===== src/rtl/gpu_pixel_arbiter.sv =====
// gpu_pixel_arbiter
//   Shares the single framebuffer pixel-write port between the line (0),
//   fill (1) and arc (2) drawing engines. Arbitration is round-robin with a
//   bounded burst per owner. The winning pixel and the current command colour
//   are captured into a valid/ready output register.
//
// Ports
//   clk, n_rst             clock, asynchronous active-low reset
//   req_i[2:0]             per-engine pixel request
//   x0_i..x2_i, y0_i..y2_i per-engine pixel coordinate
//   r_i, g_i, b_i          current command colour (shared)
//   grant_o[2:0]           one-hot grant; granted pixel is captured this edge
//   fb_valid_o, fb_ready_i output handshake
//   fb_x_o, fb_y_o         output pixel coordinate
//   fb_r_o, fb_g_o, fb_b_o output pixel colour
//   busy_o                 arbiter owned or output pixel pending

`ifndef WIDTH_BITS
`define WIDTH_BITS 11
`endif
`ifndef HEIGHT_BITS
`define HEIGHT_BITS 10
`endif
`ifndef CHANNEL_BITS
`define CHANNEL_BITS 8
`endif

module gpu_pixel_arbiter #(
    parameter int BURST_MAX = 16
) (
    input  logic                      clk,
    input  logic                      n_rst,
    input  logic [2:0]                req_i,
    input  logic [`WIDTH_BITS-1:0]    x0_i,
    input  logic [`WIDTH_BITS-1:0]    x1_i,
    input  logic [`WIDTH_BITS-1:0]    x2_i,
    input  logic [`HEIGHT_BITS-1:0]   y0_i,
    input  logic [`HEIGHT_BITS-1:0]   y1_i,
    input  logic [`HEIGHT_BITS-1:0]   y2_i,
    input  logic [`CHANNEL_BITS-1:0]  r_i,
    input  logic [`CHANNEL_BITS-1:0]  g_i,
    input  logic [`CHANNEL_BITS-1:0]  b_i,
    output logic [2:0]                grant_o,
    output logic                      fb_valid_o,
    output logic [`WIDTH_BITS-1:0]    fb_x_o,
    output logic [`HEIGHT_BITS-1:0]   fb_y_o,
    output logic [`CHANNEL_BITS-1:0]  fb_r_o,
    output logic [`CHANNEL_BITS-1:0]  fb_g_o,
    output logic [`CHANNEL_BITS-1:0]  fb_b_o,
    input  logic                      fb_ready_i,
    output logic                      busy_o
);

    localparam logic [7:0] BURST_LIM = 8'(BURST_MAX);

    typedef enum logic {IDLE, OWNED} state_t;

    state_t                     state, state_nxt;
    logic [1:0]                 owner, owner_nxt;
    logic [1:0]                 rr_ptr, rr_nxt;
    logic [7:0]                 burst_cnt, burst_nxt;
    logic                       load;
    logic                       gnt_vld;
    logic [1:0]                 gnt_idx;
    logic [2:0]                 hit;
    logic [3:0]                 req_ext;
    logic [`WIDTH_BITS-1:0]     x_sel;
    logic [`HEIGHT_BITS-1:0]    y_sel;

    logic                       vld_p1;
    logic [`WIDTH_BITS-1:0]     x_p1;
    logic [`HEIGHT_BITS-1:0]    y_p1;
    logic [`CHANNEL_BITS-1:0]   r_p1, g_p1, b_p1;

    function automatic logic [1:0] inc3(input logic [1:0] v);
        return (v == 2'd2) ? 2'd0 : v + 2'd1;
    endfunction

    // Returns {found, index}: first requester in order start, start+1, start+2 (mod 3).
    function automatic logic [2:0] rr_search(input logic [1:0] start, input logic [3:0] req);
        logic [2:0] res;
        logic [1:0] i;
        res = 3'b000;
        i   = start;
        for (int k = 0; k < 3; k++) begin
            if (!res[2] && req[i]) res = {1'b1, i};
            i = inc3(i);
        end
        return res;
    endfunction

    assign load    = !vld_p1 || fb_ready_i;
    assign req_ext = {1'b0, req_i};

    always_ff @(posedge clk or negedge n_rst) begin
        if (!n_rst) begin
            state     <= IDLE;
            owner     <= 2'd0;
            rr_ptr    <= 2'd0;
            burst_cnt <= 8'd0;
        end else begin
            state     <= state_nxt;
            owner     <= owner_nxt;
            rr_ptr    <= rr_nxt;
            burst_cnt <= burst_nxt;
        end
    end

    // Grant is gated by n_rst so every output reads zero while reset is held.
    always_comb begin
        state_nxt = state;
        owner_nxt = owner;
        rr_nxt    = rr_ptr;
        burst_nxt = burst_cnt;
        gnt_vld   = 1'b0;
        gnt_idx   = owner;
        hit       = 3'b000;
        if (n_rst && load) begin
            if (state == OWNED && req_ext[owner] && burst_cnt < BURST_LIM) begin
                gnt_vld   = 1'b1;
                gnt_idx   = owner;
                burst_nxt = burst_cnt + 8'd1;
            end else begin
                // From OWNED the old owner is searched last, so a re-win only
                // happens when nobody else is asking.
                hit = rr_search((state == OWNED) ? inc3(owner) : rr_ptr, req_ext);
                if (hit[2]) begin
                    gnt_vld   = 1'b1;
                    gnt_idx   = hit[1:0];
                    owner_nxt = hit[1:0];
                    burst_nxt = 8'd1;
                    rr_nxt    = inc3(hit[1:0]);
                    state_nxt = OWNED;
                end else begin
                    state_nxt = IDLE;
                end
            end
        end
    end

    assign grant_o = gnt_vld ? (3'b001 << gnt_idx) : 3'b000;

    always_comb begin
        case (gnt_idx)
            2'd1:    begin x_sel = x1_i; y_sel = y1_i; end
            2'd2:    begin x_sel = x2_i; y_sel = y2_i; end
            default: begin x_sel = x0_i; y_sel = y0_i; end
        endcase
    end

    // ---- stage p1: registered output pixel ----
    always_ff @(posedge clk or negedge n_rst) begin
        if (!n_rst) begin
            vld_p1 <= 1'b0;
            x_p1   <= '0;
            y_p1   <= '0;
            r_p1   <= '0;
            g_p1   <= '0;
            b_p1   <= '0;
        end else if (gnt_vld) begin
            vld_p1 <= 1'b1;
            x_p1   <= x_sel;
            y_p1   <= y_sel;
            r_p1   <= r_i;
            g_p1   <= g_i;
            b_p1   <= b_i;
        end else if (load) begin
            vld_p1 <= 1'b0;
        end
    end

    assign fb_valid_o = vld_p1;
    assign fb_x_o     = x_p1;
    assign fb_y_o     = y_p1;
    assign fb_r_o     = r_p1;
    assign fb_g_o     = g_p1;
    assign fb_b_o     = b_p1;
    assign busy_o     = (state == OWNED) || vld_p1;

endmodule


===== config.mk =====
export PLATFORM = sky130hd
export DESIGN_NAME = gpu_pixel_arbiter
export DESIGN_NICKNAME = d
export VERILOG_FILES = /design/src/rtl/gpu_pixel_arbiter.sv
export SDC_FILE = /design/constraint.sdc
export NUM_CORES = 1
export LEC_CHECK = 0
export CELL_PAD_IN_SITES_DETAIL_PLACEMENT = 2
export CELL_PAD_IN_SITES_GLOBAL_PLACEMENT = 2
export CORE_MARGIN = 4
export CORE_UTILIZATION = 21
export DETAILED_ROUTE_END_ITERATION = 10
export PLACE_DENSITY = 0.89
export SLEW_MARGIN = 20
export SYNTH_ARGS = -nofsm -noshare
export SYNTH_HDL_FRONTEND = slang
export SYNTH_SLANG_ARGS = --single-unit

===== constraint.sdc =====
create_clock -name clk -period 3.42 [get_ports clk]
set_input_delay 0.684 -clock clk [delete_from_list [all_inputs] [get_ports clk]]
set_output_delay 0.684 -clock clk [all_outputs]
set_load 0.02 [all_outputs]

; ---- Word-level counts from Yosys, hierarchy flattened
; Index checks and enable logic that the tools add are counted.
[classes]
n_lt_le_gt_ge = 5
n_eq_ne = 6
mux = 35
n_reduce_logical = 15
addsub = 5
n_bitwise = 1
n_shift = 1
[ops]
columns = cell, count
row1 = 2-to-1 mux 3 bit, 10
row2 = one-hot mux 11 bit (2 select lines), 1
row3 = one-hot mux 10 bit (2 select lines), 1
row4 = 2-to-1 mux 2 bit, 8
row5 = 2-to-1 mux 8 bit, 2
row6 = "less-than comparator 2 x 3 -> 1 bit, second input constant", 4
row7 = "equality test 2 bit, second input constant", 5
row8 = 2-to-1 mux 1 bit, 9
row9 = "adder 2 x 1 -> 2 bit, second input constant", 4
row10 = "adder 8 x 1 -> 8 bit, second input constant", 1
row11 = binary-select mux 1 bit (select 2 bit), 4
row12 = "less-than comparator 8 x 5 -> 1 bit, second input constant", 1
row13 = logical AND 1 bit, 5
row14 = AND reduction 2 bit, 2
row15 = nonzero test 2 bit, 2
row16 = zero test 1 bit, 3
row17 = AND reduction 3 bit, 1
row18 = "left shift 1 x 2 -> 3 bit, first input constant", 1
row19 = "equality test 2 x 1 -> 1 bit, second input constant", 1
row20 = logical OR 1 bit, 2
row21 = inverter 1 bit, 1
[word_totals]
ff_bits = 59
out_inout_bits = 50
wordCells = 78

; ---- Depth between registers and ports, before layout
[depth]
word_depth = 23
ltp_mapped = 12
depth_no_buf = 10

; ---- Worst setup path after synthesis
; No wires, ideal clock.
[synth_path]
kind = input-to-output
startpoint = input port fb_ready_i
endpoint = output port grant_o[1]
arrival_time_ps = 2391
slack_ps = 345
n_path_buf = 2
path_stages = 9
cell_sequence = nand2b_1 -> nand2_1 -> a21o_1 -> buf_6 -> nor2_1 -> mux2i_1 -> ha_1 -> clkbuf_1 -> and2_1
[synth_via]
elab_chain_cells = 5
elab_cells_between_ends = 6
classes_between = 1 x shift / 3 x mux / 2 x reduce/logical
[synth_rtl]
columns = element, line
row1 = from (decl), 50  ; input logic fb_ready_i,
row2 = logical OR 1 bit *, 92  ; assign load = !vld_p1 || fb_ready_i;
row3 = logical AND 1 bit *, 118  ; if (n_rst && load) begin
row4 = 2-to-1 mux 2 bit, 118
row5 = left shift 1 x 2 -> 3 bit, 141  ; assign grant_o = gnt_vld ? (3'b001 << gnt_idx) : 3'b000;
row6 = 2-to-1 mux 3 bit *, 141
row7 = to (decl), 43  ; output logic [2:0] grant_o,
; Every way passes the cells marked *; elsewhere a longest branch is shown, timed or not.

; ---- Worst setup path after layout
[layout_path]
startpoint = input port fb_ready_i
endpoint = output port grant_o[1]
[layout_via]
elab_chain_cells = 5
elab_cells_between_ends = 6
classes_between = 1 x shift / 3 x mux / 2 x reduce/logical
[layout_rtl]
columns = element, line
row1 = logical OR 1 bit, 92
row2 = logical AND 1 bit, 118
row3 = 2-to-1 mux 2 bit, 118
row4 = via gnt_idx[0], 64  ; logic [1:0] gnt_idx;
row5 = left shift 1 x 2 -> 3 bit, 141
row6 = 2-to-1 mux 3 bit, 141
; The timed path passes the listed nets, and every way through them passes these cells.

==> results.cfg <==
[critical_path]
worst_ep_required_time_ns = 2.74
critPathKind = in2out
crit_path_end_kind = output port
rr_startpoint = owner[0]
cp-start-kind = input port
cp.arrival_ns = 2.60
worstPathMaxFanout = 3
startpoint = fb_ready_i

[clock_network]
cts-root-buf = clkbuf_16
clock_sinks = 59
clkLatencyLatePin_ns = 0.32
numCtsBuffers = 9
htree_num_levels = 3
hold_buffers = 0
post-cts-setup-buffer-count = 0
cts_tree = done
path_clk_slew_ns = 0.05
clockBufferDepth = 2

[timing]
setup_ws_ns = 0.136
period_minus_slack_ns = 3.28
slew_viol_final = 0
rsz0062_at_grt = false
holdWs_ns = 0.475
finalClockSkew_ns = 0.00513
max_freq_mhz = 305
hold_viol_final = 0
period_share = 0.960
tightest_slew_ns = 0.798
slew_headroom = 0.468
setup_viol = 0

[cells_and_area]
nets = 570
area_delta_synth_final_pct = 72.2
antenna_cells = 0
final_cells = 647
fillers = 1395
drive_gt1_frac = 0.0989
design_area_mm2 = 0.00478

[synth]
synth.distinct_cells = 34
synth_top_cells_by_count = nand2_1 (118), dfrtp_1 (59), o21ai_0 (47)
yosysMostFrequentCell = nand2_1
syn_area_mm2 = 0.00277
synthTopCellsByArea = dfrtp_1 (53%), nand2_1 (16%), o21ai_0 (8.5%), a22oi_1 (5.7%), clkbuf_1 (1.9%)
synth-seq-cells = 59
synth.top_cell.area_share = 0.532
synth_ff_type = dfrtp_1
synth_edf_count = 0
async_reset_ff_frac = 1.00
syn-instance-count = 319
yosys.area.top_type = dfrtp_1
syn_area_per_cell_um2 = 8.70
yosysWarningCount = 0
synth_nets = 416
synth_seq_area_share = 0.532

[route]
ant_nets = 0
detail_route.wl_per_cell_um = 16.6
via_per_inst = 4.53
wl_met3_um = 939
highest_layer = met4
dr_wl_met2_um = 5450
routed-via-count = 2934
wirelength_um = 10800
drc = 0
first_pass_iters = 4
met1_length_um = 4260
initialDrtViolationCount = 81

[grt]
antenna_found_initial = 0
grt_pass1_wl_um = 17400
overflow = 0
grt_pass1_vias = 3448
grt_usage = 0.147
grt_max_degree = 60

[floorplanning]
placementRows = 41
dieHeight_um = 123
initial_utilization = 0.217
ios = 143
die_area_mm2 = 0.0151
die_x_um = 123
coreArea_mm2 = 0.0128

[pwr]
power_mw = 3.60
p_leak_nw = 2.10
powerDensity_mw_per_mm2 = 754
ir_drop_v = 0.000291

[worst_hold_path]
worstHoldStart = fb_r_o[2]
hp-class = reg2reg

[placed_design]
place_ws_ns = -0.624
hpwl_um = 8200
placed_area_mm2 = 0.00449
dp.cells = 634
gp_congestion = 0.767
io_buffers = 142

[outcome]
status = completed

[job]
drv_cap = 0
[per-layer routing]
metal  global-route usage  vias up
met3               0.0526        9
met2                0.262      107
met5                    0        -
li1                     -     1387
met1                0.162     1431
met4               0.0483        0
[cells in the final DEF, fill, tap and decap left out, drive strengths merged, types with 2 or more instances in the layout]
cell type and n:
and3 2, a41oi 2, clkbuf 13, a21o 3, ha 4, mux2i 2, nand2 118, nand2b 2
nor2b 2, clkdlybuf4s50 136, o21ai 48, nand3 4, nor3 2, nor2 7, a22oi 21, a22o 2
buf 24, and2 5, dfrtp 59, inv 2, a21oi 4, dlygate4sd2 2
[power breakdown]
part / internal, mW / total [mW] / switching (mW)
sequential: 0.908 / 1.05 / 0.141
clock: 0.498 / 0.797 / 0.299
combinational: 0.803 / 1.76 / 0.954
[worst max-delay path, stage by stage]
cell and delay [ns]:
clkdlybuf4s50_1 0.45, nand2b_1 0.12, nand2_1 0.09, buf_4 0.15
a21oi_2 0.12, nand2_1 0.13, a21o_1 0.22, ha_1 0.19
buf_4 0.14, and2_1 0.13, buf_2 0.15
[metrics by stage]
stage                     TNS (ns)  utilization
after floorplan                  0            -
after global placement       -1.23        0.351
after detailed placement     -3.01        0.351
after CTS                        0        0.374
after global routing             0        0.374
final                            0        0.374
[path summary, 6_finish.rpt]
path	end	slack [ns]	depth (start not counted)
setup / recovery	grant_o[1]	0.14	11
hold / removal	fb_r_o[2]	0.48	2
setup reg to reg	fb_y_o[8]	0.69	12
hold reg to reg	fb_r_o[2]	0.48	2
max in group asynchronous	fb_x_o[7]	2.34	2
min in group asynchronous	fb_valid_o	0.55	2
[timing repair]
item,4_1_cts,5_1_grt
pin swaps,0,1
endpoints found under the setup margin,3,1
gates resized for setup,24,3
[sequential cells by signal (all words and copies together), names as in the netlist]
name,flops
rr_ptr,2
state,1
owner,2
fb_valid_o,1
fb_g_o,8
fb_x_o,11
fb_r_o,8
fb_y_o,10
fb_b_o,8
burst_cnt,8
[kinds of logic (layout without fill, tap and decap cells)]
family	count (synthesis)	count (layout)	synth area share
AND/OR/NAND/NOR	149	149	0.224
flip-flops	59	59	0.532
multiplexers	3	3	0.0113
AO/OA/AOI/OAI	83	83	0.181
adder cells (fa/ha/maj)	4	4	0.0180
buffers and inverters	21	177	0.0329
[layout make-up]
| cell class | count | area, um2 | share of cell area |
|---|---|---|---|
| timing repair buffer | 162 | 1560 | 0.327 |
| sequential | 59 | 1480 | 0.309 |
| multi-input combinational | 239 | 1260 | 0.265 |
| clock buffer | 13 | 250 | 0.0524 |
| tap | 172 | 215 | 0.0451 |
| inverter | 2 | 7.51 | 0.00157 |
Power figures use the tool's default switching activity.
